===== config.mk =====
export PLATFORM = sky130hd
export DESIGN_NAME = int_mul_add_seq
export DESIGN_NICKNAME = d
export VERILOG_FILES = /design/src/rtl/int_mul_add_seq.sv
export SDC_FILE = /design/constraint.sdc
export NUM_CORES = 1
export LEC_CHECK = 0
export ABC_AREA = 1
export BUFFER_PORTS_ARGS = -buffer_cell sky130_fd_sc_hd__buf_4
export CORE_MARGIN = 1
export CORE_UTILIZATION = 42
export CTS_CLUSTER_DIAMETER = 40
export DETAILED_ROUTE_END_ITERATION = 10
export PLACE_DENSITY = 0.69
export SKIP_LAST_GASP = 1
export SLEW_MARGIN = 20
export SYNTH_ARGS = -nofsm -noshare
export SYNTH_HDL_FRONTEND = slang
export SYNTH_SLANG_ARGS = --single-unit
export TNS_END_PERCENT = 30

===== constraint.sdc =====
create_clock -name clk -period 5.9 [get_ports clk]
set_clock_uncertainty 0.15 [all_clocks]
set_input_delay 0.59 -clock clk [delete_from_list [all_inputs] [get_ports clk]]
set_output_delay 0.59 -clock clk [all_outputs]
set_load 0.02 [all_outputs]

===== src/rtl/int_mul_add_seq.sv =====
// int_mul_add_seq: sequential shift-add multiply-accumulate.
// Computes prod = mul_a * mul_b + add_c (unsigned). One multiplier bit is
// retired per clock, so an operation always takes exactly WIDTH CALC cycles.
// When it is fed quotient/divisor/remainder it rebuilds the dividend.
//
// Handshake: a transfer happens on a rising edge where valid and ready are
// both high. The input side accepts only in IDLE. The output side holds
// out_valid, prod and fits_w stable in DONE until out_ready is seen.
module int_mul_add_seq #(
  parameter int WIDTH = 32,
  parameter int CNT_W = 6
) (
  input  logic                 clk,
  input  logic                 rst_n,
  input  logic                 in_valid,
  output logic                 in_ready,
  input  logic [WIDTH-1:0]     mul_a,
  input  logic [WIDTH-1:0]     mul_b,
  input  logic [WIDTH-1:0]     add_c,
  output logic                 out_valid,
  input  logic                 out_ready,
  output logic [2*WIDTH-1:0]   prod,
  output logic                 fits_w,
  output logic                 busy
);

  typedef enum logic [1:0] {
    IDLE = 2'd0,
    CALC = 2'd1,
    DONE = 2'd2
  } state_t;

  // The state register has a fixed name so checkers can bind to it.
  state_t               state;
  logic [2*WIDTH-1:0]   acc;
  logic [2*WIDTH-1:0]   mcnd;
  logic [WIDTH-1:0]     mplr;
  logic [CNT_W-1:0]     cnt;
  logic [2*WIDTH-1:0]   acc_next;
  logic                 last_step;

  localparam logic [CNT_W-1:0] LAST_CNT = CNT_W'(WIDTH - 1);

  // Partial-product step: add the shifted multiplicand when the current
  // multiplier bit is set. 2*WIDTH bits cannot overflow for these operands.
  always_comb begin
    acc_next  = acc;
    if (mplr[0]) begin
      acc_next = acc + mcnd;
    end
    last_step = (cnt == LAST_CNT);
  end

  // Ready and busy come straight from the state encoding.
  always_comb begin
    in_ready = (state == IDLE);
    busy     = (state != IDLE);
  end

  // Control FSM and datapath registers; prod/fits_w only change on the
  // CALC->DONE edge or on reset.
  always_ff @(posedge clk) begin
    if (!rst_n) begin
      state     <= IDLE;
      acc       <= '0;
      mcnd      <= '0;
      mplr      <= '0;
      cnt       <= '0;
      out_valid <= 1'b0;
      prod      <= '0;
      fits_w    <= 1'b0;
    end else begin
      case (state)
        IDLE: begin
          if (in_valid) begin
            acc   <= {{WIDTH{1'b0}}, add_c};
            mplr  <= mul_a;
            mcnd  <= {{WIDTH{1'b0}}, mul_b};
            cnt   <= '0;
            state <= CALC;
          end
        end
        CALC: begin
          acc  <= acc_next;
          mplr <= mplr >> 1;
          mcnd <= mcnd << 1;
          cnt  <= cnt + 1'b1;
          if (last_step) begin
            prod      <= acc_next;
            fits_w    <= (acc_next[2*WIDTH-1:WIDTH] == '0);
            out_valid <= 1'b1;
            state     <= DONE;
          end
        end
        DONE: begin
          // in_valid is ignored here; only out_ready moves the FSM on.
          if (out_ready) begin
            out_valid <= 1'b0;
            state     <= IDLE;
          end
        end
        default: begin
          out_valid <= 1'b0;
          state     <= IDLE;
        end
      endcase
    end
  end

endmodule

==> Word level (Yosys, flattened, before mapping) <==
Index checks and enable logic that the tools add are counted.
W data, S select, Z words.
{ "classes": {"n_bitwise": 1, "eq_ne": 6, "div_mod_pow": 0, "reduce_logical": 8, "n_addsub": 2, "n_mux": 16, "magnitude_cmp": 0, "multipliers": 0, "n_shift": 0} }
{ "ops": {"columns": ["op", "n"], "rows": [
  ["$pmux W64 S2", 2],
  ["$mux W64", 3],
  ["$add A64 B64 Y64", 1],
  ["$pmux W32 S2", 1],
  ["$logic_not A32 Y1", 1],
  ["$mux W32", 1],
  ["$pmux W6 S2", 1],
  ["$add A6 B1 Y6 const B", 1],
  ["$eq A6 B5 Y1 const B", 1],
  ["$mux W2", 3],
  ["$mux W6", 1],
  ["$ne A2 B2 Y1 const B", 3],
  ["$pmux W2 S3", 1],
  ["$reduce_and A3 Y1", 2],
  ["$reduce_and A2 Y1", 2],
  ["$reduce_bool A2 Y1", 2],
  ["$pmux W1 S3", 1],
  ["$eq A2 B1 Y1 const B", 1],
  ["$eq A2 B2 Y1 const B", 1],
  ["$logic_not A2 Y1", 1],
  ["$mux W1", 2],
  ["$not A1 Y1", 1]
]} }
{ "totals": {"latchBits": 0, "wordCells": 41, "rom_bits": 0, "inputBits": 100, "reg_bits": 234, "mem_count": 0, "ram_bits": 0} }

==> Depth between registers and ports, before layout <==
Gate-level depths: netlist of run 1.
{ "logic_depth": {"ltp_word": 3, "ltp_mapped": 22, "ltp_nobuf": 22} }

==> Worst setup path after synthesis of run 1 <==
OpenSTA, ideal clock, no wires.
{ "synth_path": {"path_kind": "reg-to-reg", "from": "register acc[0]", "to": "register fits_w", "setup_time_ns": 0.067, "n_path_buf": 0, "required_time_ns": 5.683, "setup_slack_ns": 3.452, "path_stages_with_launch": 22, "arrival_time_ns": 2.230, "cell_sequence": "dfxtp_1 > ha_1 > fa_1 > nand3_1 > nand3_2 > nand2_1 > nand2_2 > nand2_1 > nand2_2 > nand2_1 > nand2_1 > nand2_1 > nand2_1 > nand2_1 > nand3_1 > nand2_1 > nand2_1 > nor2_1 > nand2_1 > nor2_1 > nand2_1 > a21oi_2"} }
{ "synth_between": {"elab_chain_cells": 3} }
{ "synth_lines": {"columns": ["item", "line", "text"], "rows": [
  ["start: declaration", "35", "logic [2*WIDTH-1:0] acc;"],
  ["start signal: assignment", "76", "acc <= {{WIDTH{1'b0}}, add_c};"],
  ["start signal: assignment", "84", "acc <= acc_next;"],
  ["$add A64 B64 Y64", "49", "acc_next = acc + mcnd;"],
  ["$mux W64", "48", "if (mplr[0]) begin"],
  ["$logic_not A32 Y1", "90", "fits_w <= (acc_next[2*WIDTH-1:WIDTH] == '0);"],
  ["end signal: assignment", "90", null],
  ["end: declaration", "23", "output logic fits_w,"]
]} }
Every way passes these cells.
A chain may end at the register's enable or synchronous reset.

==> Worst setup path after layout of run 1 <==
{ "layout_path": {"from": "register mcnd[0]", "to": "register fits_w"} }
{ "layout_between": {"elab_chain_cells": 3} }
{ "layout_lines": {"columns": ["item", "line", "text"], "rows": [
  ["start: declaration", "36", "logic [2*WIDTH-1:0] mcnd;"],
  ["start signal: assignment", "78", "mcnd <= {{WIDTH{1'b0}}, mul_b};"],
  ["start signal: assignment", "86", "mcnd <= mcnd << 1;"],
  ["$add A64 B64 Y64", "49", null],
  ["$mux W64", "48", null],
  ["$logic_not A32 Y1", "90", null]
]} }
Every way passes these cells.

==> impl_metrics.ini, run 1 <==
[synth]
synthArstFlopShare = 0
ys.flop_type = dfxtp_1
synth_top_area_share = 0.2935
yosysWarningCount = 0
synth_edf_count = 0
syn_nets = 2823
avgSynthCellArea_um2 = 6.005
synth.ff_latch_count = 234
synth_top_cell_by_area = dfxtp_1
synthCells = 2658
synth_cell_types = 40
yosysSeqAreaShare = 0.2935
syn_area_mm2 = 0.01596
synthTopCellsByArea = dfxtp_1 (29%), nand2_1 (25%), inv_1 (10%)

[floorplanning]
initial_core_util = 0.4257
core_mm2 = 0.03749
pin_count = 168
rows = 71
die_w_um = 196.9
die_h_um = 196.9
die_area_mm2 = 0.03878

[sta]
rsz0062_at_grt = no
relSlewSlack = 0.3382
min_period_over_period = 0.5830
final_max_slew_viol_count = 0
setup_slack_ps = 2460
fmax_mhz = 290.7
fin_crit_ps = 3440
setup_tns_ps = 0
tightest_slew_ps = 992.7
setup_viol = 0
whs_ps = 122.8
hold_viol_final = 0

[cts]
cts_resized = 0
cts_hold_buffers = 0
max-clock-path-buffers = 3
post_cts_buffers = 0
numCtsBuffers = 42
clkSinkCount = 234
root_buffer = clkbuf_16
clkTransAtPathRegs_ps = 50
insertion_delay_ps = 580
h-tree-depth = 2
tritoncts = done

[critical_path]
start_kind = flop
arrival_ps = 3780
reg2regPathDepth = 21
path_depth = 21
crit_fanout = 4
timing.critical_path.cells = ha_1, fa_1, nand3_1, nand3_2, nand2_1, nand2_2, nand2_1, nand2_2, nand2_1, nand2_1, nand2_1, nand2_1, nand2_1, nand3_1, nand2_1, nand2_1, nor2_1, nand2_1, nor2_1, nand2_1, a21oi_2
critPathBufInv = 0
cp_slowest_cell = fa_1
worstSetupEndpointType = flop
crit_family = simple AND/OR/NAND/NOR gates
cp-startpoint = mcnd[0]
slowest_delay_ps = 480
r2r_start = mcnd[0]
worstPathRequired_ps = 6240
crit_type = reg -> reg
path_common_cell = nand2_1

[worst_hold_path]
min_path_cells = 3
holdCritPathClass = in -> reg
hold_start = add_c[2]

[grt]
grt_pass1_vias = 15983
grt_antenna_before_repair = 0
grt_pass1_wl_um = 87260
grt_max_degree = 95
overflow = 0
grt_use_total = 0.2895

[detailed_routing]
routed_wl_um = 55720
num_vias = 16706
wl_per_cell_um = 16.76
vias_per_cell = 5.024
first_pass_iters = 5
ant_nets = 0
drt-initial-drc-count = 1282
drc = 0

[finish]
num-fill-cells = 3954
finish.instance_area_mm2 = 0.01903
drive_above_1_share = 0.1436
area_growth_pct = 19.25
final_net_count = 2946
diodes = 0

[power_and_ir_drop]
sw_frac_of_total = 0.2900
p_seq_frac = 0.353
power_frac_clock = 0.523
p_switching_mw = 1.385
irDropWorstVdd_mv = 0.2317
power_density_mw_per_mm2 = 251.0
p_leak_nw = 9.645
p_comb_frac = 0.124
p_int_mw = 3.391

[place]
hpwl_um = 42890
port-buffer-count = 167
place.gp.congestion = 1.026
preCtsSetupSlack_ps = 2536
place_area_mm2 = 0.01756

[run]
cap_violations = 0

[outcome]
status = complete, no violations
## through the flow
step | std cells | util | total power [mW]
finish | 3325 | 0.5077 | 4.776
CTS | 3325 | 0.5077 | 4.805
global placement | 3248 | 0.4685 | 2.296
floorplan | 2658 | - | 2.096
global route | 3325 | 0.5077 | 4.945
detailed placement | 3248 | 0.4685 | 2.301
## power by group through the flow
stage	combinational, mW	sequential [mW]	clock (mW)
6_report	0.592	1.68	2.50
2_1_floorplan	0.396	1.70	0
4_1_cts	0.588	1.68	2.53
3_3_place_gp	0.582	1.71	0
3_5_place_dp	0.584	1.72	0
5_1_grt	0.653	1.69	2.60
## per-layer routing
layer  GRT usage  share of wire
met5           0              0
met4     0.07666          0.023
met3     0.05287          0.068
met2      0.4490           0.44
met1      0.4098           0.47
## path summary, 6_finish.rpt
kind,endpoint,slack [ps]
hold / removal,acc[2],120
hold reg to reg,prod[0],310
setup / recovery,fits_w,2460
setup reg to reg,fits_w,2460
## layout by cell type, fill, tap and decap left out, types with 10 or more instances in the layout
cell type / count
ha_1: 64
o21bai_1: 31
a22oi_1: 34
dfxtp_1: 233
inv_1: 439
nand2_2: 30
or2_2: 31
nor2_1: 80
nand3_2: 10
nor2_4: 10
nor2_2: 35
nand2_1: 1063
xnor2_1: 30
o21ai_0: 73
o211ai_1: 37
a31oi_1: 48
a21oi_1: 139
buf_4: 176
inv_2: 21
clkbuf_16: 42
nand3_1: 98
## worst register-to-register path, cell delays in order, from the launching register on
cell,delay (ps)
dfxtp_1,330
ha_1,260
fa_1,480
nand3_1,130
nand3_2,180
nand2_1,130
nand2_2,120
nand2_1,100
nand2_2,90
nand2_1,70
nand2_1,150
nand2_1,190
nand2_1,70
nand2_1,70
nand3_1,120
nand2_1,190
nand2_1,80
nor2_1,100
nand2_1,70
nor2_1,90
nand2_1,70
a21oi_2,110
## layout make-up
cell class | instances | area [um2] | share of cell area
well taps | 511 | 639.4 | 0.03359
inverters | 463 | 1743 | 0.09157
clock buffers | 46 | 1086 | 0.05706
clock inverters | 31 | 382.9 | 0.02012
multi-input cells | 1864 | 9175 | 0.4821
repair buffers | 176 | 1321 | 0.06942
flip-flops and latches | 234 | 4686 | 0.2462
## state kept, by name, summed over array words and instances, names as in the netlist
signal and cells:
acc 64, cnt 6, fits_w 1, mcnd 64, mplr 32, out_valid 1, prod 64, state 2
## cells in the mapped netlist (2+ instances only)
library cell / instances
a21oi_1: 139
a21oi_2: 2
a221oi_1: 3
a22oi_1: 34
a31oi_1: 48
and2_1: 3
buf_1: 2
buf_2: 8
clkbuf_1: 87
clkinv_1: 2
dfxtp_1: 234
ha_1: 64
inv_1: 441
inv_2: 20
nand2_1: 1063
nand2_2: 30
nand3_1: 98
nand3_2: 10
nand3b_2: 2
nand4_1: 8
nor2_1: 80
nor2_2: 36
nor2_4: 9
nor3_1: 8
nor3_2: 6
o211ai_1: 37
o21a_1: 2
o21ai_0: 73
o21ai_1: 6
o21ai_2: 2
o21bai_1: 31
o221ai_1: 3
or2_2: 31
xnor2_1: 30
## kinds of logic after synthesis
family | synth area share
compound gates | 0.1424
xor+xnor | 0.01646
simple gates | 0.3638
fa+ha+maj | 0.05143
flops | 0.2935
buf+inv | 0.1323
Power figures use the tool's default switching activity.
==> inputs of run 2 (changes only) <==
Clock period 5.9 ns to 3.2 ns, I/O delays scaled along.
==> run 2 against run 1 <==
Effect of this change: non-clock buffer count increased by 174; clock-buffer cell count increased by 1; sequential cell count unchanged; fmax increased by 12%.
==> impl_metrics.ini, run 2 (synthesized netlist as in run 1, its figures left out) <==
[detailed_routing]
ant_nets = 0
drt-initial-drc-count = 1259
num_vias = 17587
first_pass_iters = 6
wl_per_cell_um = 17.18
vias_per_cell = 5.032
drc = 0
routed_wl_um = 60050

[finish]
final_net_count = 3118
num-fill-cells = 3765
multiInputGateArea_mm2 = 0.009311
fin_util = 0.5533
diodes = 0
drive_above_1_share = 0.1676
area_growth_pct = 29.95
top_regs = acc x64, mcnd x64, prod x64
layout_commonest_cell = nand2_1
regArea_mm2 = 0.004686
mostFrequentLayoutCells = nand2_1 (1044), inv_1 (439), dfxtp_1 (233), buf_4 (233), a21oi_1 (135)

[place]
hpwl_um = 45640
preCtsSetupSlack_ps = -76.41
port-buffer-count = 167
place.gp.congestion = 0.9985

[critical_path]
worstPathRequired_ps = 3560
reg2regPathDepth = 19
timing.critical_path.cells = ha_2, nand2_1, nand3_2, nand2_1, nand2_2, nand2_1, nand2_2, nand2_1, nand2_4, buf_4, nand2_1, nand3_1, nand3_1, nand3_1, nor2_1, nand2_1, nor2_1, nand2_1, a21oi_2
worstSetupEndpointType = flop
start_kind = flop
timing.rr.end = fits_w
r2r_start = mcnd[2]
rrSetupSlack_ps = 140
arrival_ps = 3420
cp_slowest_cell = dfxtp_1
slowest_delay_ps = 370
crit_type = reg -> reg
path_common_cell = nand2_1
crit_fanout = 7

[sta]
setup_tns_ps = 0
rsz0062_at_grt = yes
fin_crit_ps = 3064
setup_slack_ps = 136.1
fmax_mhz = 326.4
tightest_slew_ps = 919.0
hold_viol_final = 0
final_max_slew_viol_count = 0
setup_viol = 0
whs_ps = 310.5
relSlewSlack = 0.3873
min_period_over_period = 0.9575

[worst_hold_path]
min_path_cells = 2
holdCritPathClass = reg -> reg
whs_endpoint = prod[0]
hold_start = prod[0]

[grt]
grt_pass1_wl_um = 93320
grt_antenna_before_repair = 0
grt_pass1_vias = 16882
grt_use_total = 0.3105
overflow = 0
grt_max_degree = 80

[floorplanning]
core_mm2 = 0.03749
rows = 71
initial_core_util = 0.4257
die_area_mm2 = 0.03878
pin_count = 168
die_h_um = 196.9
die_w_um = 196.9

[power_and_ir_drop]
irDropWorstVdd_mv = 0.4772
power_density_mw_per_mm2 = 423.0
p_leak_nw = 10.40

[outcome]
status = complete, no violations

[cts]
root_buffer = clkbuf_16
tritoncts = done
clkTransAtPathRegs_ps = 60
max-clock-path-buffers = 3
numCtsBuffers = 40
h-tree-depth = 2
clkSinkCount = 234
insertion_delay_ps = 580

[run]
cap_violations = 0
run 2: cell types whose count changed in the layout (fill, tap and decap cells not counted), sizes merged:
cell,before,now
dlygate4sd3,0,111
buf,176,239
inv,471,472
clkinv,15,9
clkinvlp,4,5
clkbuf,46,47
bufinv,4,3
run 2: per-stage QoR:
step	cells	total power, mW	cell area, um2
4_1_cts	3492	8.780	20580
3_5_place_dp	3307	4.314	18080
3_3_place_gp	3307	4.306	18080
6_report	3495	8.773	20740
2_1_floorplan	2658	3.865	15960
5_1_grt	3495	9.097	20740
run 2: metal layers:
| metal | up-vias | GRT usage | share of wire |
|---|---|---|---|
| met5 | - | 0 | 0 |
| met4 | 0 | 0.09302 | 0.026 |
| met3 | 97 | 0.04860 | 0.066 |
| met2 | 583 | 0.4837 | 0.43 |
| met1 | 8071 | 0.4383 | 0.48 |
| li1 | 8836 | - | - |
run 2: worst max path at each step:
stage / to / cells past startpoint / slack [ps] / start
final: fits_w / 19 / 140 / mcnd[2]
after global routing: fits_w / 20 / -20 / mcnd[2]
after CTS: fits_w / 20 / 40 / acc[6]
after detailed placement: fits_w / 19 / -80 / acc[0]
after global placement: fits_w / 19 / -30 / mcnd[0]
after floorplan: fits_w / 21 / 750 / acc[0]
run 2: area by class of cell:
type / instances / share of cell area
repair buffers: 350 / 0.1437
flip-flops and latches: 234 / 0.2259
clock buffers: 47 / 0.05194
inverters: 463 / 0.08458
clock inverters: 26 / 0.01412
multi-input cells: 1864 / 0.4489
well taps: 511 / 0.03083
run 2: worst max-delay path, delay by kind of cell, from the launching register on:
kind                     cells  cell delay (ps)
AO/OA/AOI/OAI                1              100
adder cells (fa/ha/maj)      1              330
AND/OR/NAND/NOR             16             1900
buffers and inverters        1              160
flip-flops                   1              370
run 2: what timing repair did:
action | in CTS | in global routing
hold buffers | 111 | 0
hold endpoints to repair | 100 | 0
gates cloned | 0 | 0
buffers inserted | 1 | 3
gates resized for setup | 2 | 42
endpoints found under the setup margin | 1 | 7
pin swaps | 1 | 2
run 2: power by group:
part	internal (mW)	switching [mW]
logic	0.533	0.777
registers	3.02	0.0874
clock network	2.65	1.71
total	6.20	2.57
==> inputs of run 3 (changes only) <==
Settings changed: CORE_UTILIZATION 42 to 50, PLACE_DENSITY 0.69 to 0.79.
==> run 3 against run 2 <==
Effect of this change: utilization increased by 8.5 points; final cell count is 4.6% lower; highest routed layer unchanged; non-clock buffer count decreased by 47; register-to-register slack lost 98 ps; sequential cell count is the same.
==> impl_metrics.ini, run 3 (synthesized netlist as in run 1, its figures left out) <==
[place]
hpwl_um = 42020
preCtsSetupSlack_ps = 14.65
place_area_mm2 = 0.01770
place.gp.congestion = 1.007
port-buffer-count = 167
dp.cells = 3168

[grt]
grt_antenna_before_repair = 0
grt_pass1_wl_um = 91350
grt_max_degree = 87
overflow = 0
grt_pass1_vias = 16793
grt_use_total = 0.3544

[sta]
setup_slack_ps = 38.18
setup_viol = 0
hold_viol_final = 0
whs_ps = 118.1
setup_tns_ps = 0
fmax_mhz = 316.3
tightest_slew_ps = 970.3
min_period_over_period = 0.9881
fin_crit_ps = 3162
relSlewSlack = 0.3531
final_max_slew_viol_count = 0

[floorplanning]
die_w_um = 180.7
core_mm2 = 0.03147
rows = 65
die_area_mm2 = 0.03264
die_h_um = 180.7
initial_core_util = 0.5071
pin_count = 168

[run]
cap_violations = 0

[detailed_routing]
routed_wl_um = 58250
ant_nets = 0
first_pass_iters = 7
vias_per_cell = 5.360
drt-initial-drc-count = 1804
drc = 0
wl_per_cell_um = 17.48
num_vias = 17865

[finish]
final_net_count = 3069
layout_commonest_cell = nand2_1
drive_above_1_share = 0.1532
stdcell_count = 3333
area_growth_pct = 25.86
finish.instance_area_mm2 = 0.02009
multiInputGateArea_mm2 = 0.009261
num-fill-cells = 2805
fin_util = 0.6382
mostFrequentLayoutCells = nand2_1 (1048), inv_1 (439), dfxtp_1 (233), buf_4 (201), a21oi_1 (138)
regArea_mm2 = 0.004686
top_regs = acc x64, mcnd x64, prod x64
diodes = 0

[power_and_ir_drop]
irDropWorstVdd_mv = 0.5228
design_power_total_mw = 8.676
p_leak_nw = 10.14
power_density_mw_per_mm2 = 431.9

[critical_path]
crit_type = reg -> reg
worstSetupEndpointType = flop
start_kind = flop
arrival_ps = 3480
crit_fanout = 4
worstPathRequired_ps = 3520

[outcome]
status = complete, no violations

[cts]
clkSinkCount = 234
insertion_delay_ps = 560
numCtsBuffers = 38
clkTransAtPathRegs_ps = 60
root_buffer = clkbuf_16
post_cts_buffers = 0
tritoncts = done
h-tree-depth = 2
max-clock-path-buffers = 3

[worst_hold_path]
holdCritPathClass = in -> reg
run 3: worst paths after layout:
kind              slack (ps)  cells after the start  startpoint        to
setup / recovery          40                     18     mcnd[5]    fits_w
hold / removal           120                      3       rst_n  prod[43]
setup reg to reg          40                     18     mcnd[5]    fits_w
hold reg to reg          320                      2    mplr[29]  mplr[29]
run 3: repair_timing:
item / CTS / global route
endpoints found under the setup margin: 1 / 1
endpoints found under the hold margin: 98 / 0
gates resized for setup: 2 / 26
hold buffers: 98 / 0
run 3: report_power, final:
part / switching, mW / internal, mW
clock: 1.66 / 2.64
combinational: 0.777 / 0.495
sequential: 0.0920 / 3.02
run 3: layer usage:
metal,routed length (um),up-vias,global-route usage
li1,-,8732,-
met1,25630,8210,0.4858
met2,25710,790,0.5598
met3,5034,133,0.05800
met4,1884,0,0.1248
met5,0,-,0
run 3: layout make-up:
class	instances	share of cell area
clock inverter	24	0.01619
clock buffer	43	0.04977
multi-input combinational	1864	0.4610
inverter	463	0.08676
sequential	234	0.2333
tap	402	0.02504
timing repair buffer	303	0.1279
run 3: critical path, cell delays in order, from the launching register on:
cell and delay [ps]:
dfxtp_1 330, ha_1 410, nand2_2 110, nor2_2 200
buf_4 150, nand3_1 160, nand3_2 200, nand2_1 80
nand2_2 90, nand2_1 70, nand3_1 70, nand3_1 270
nand2_2 200, nand3_1 100, nor2_1 110, nand2_1 80
nor2_1 100, nand2_1 70, a21oi_2 120
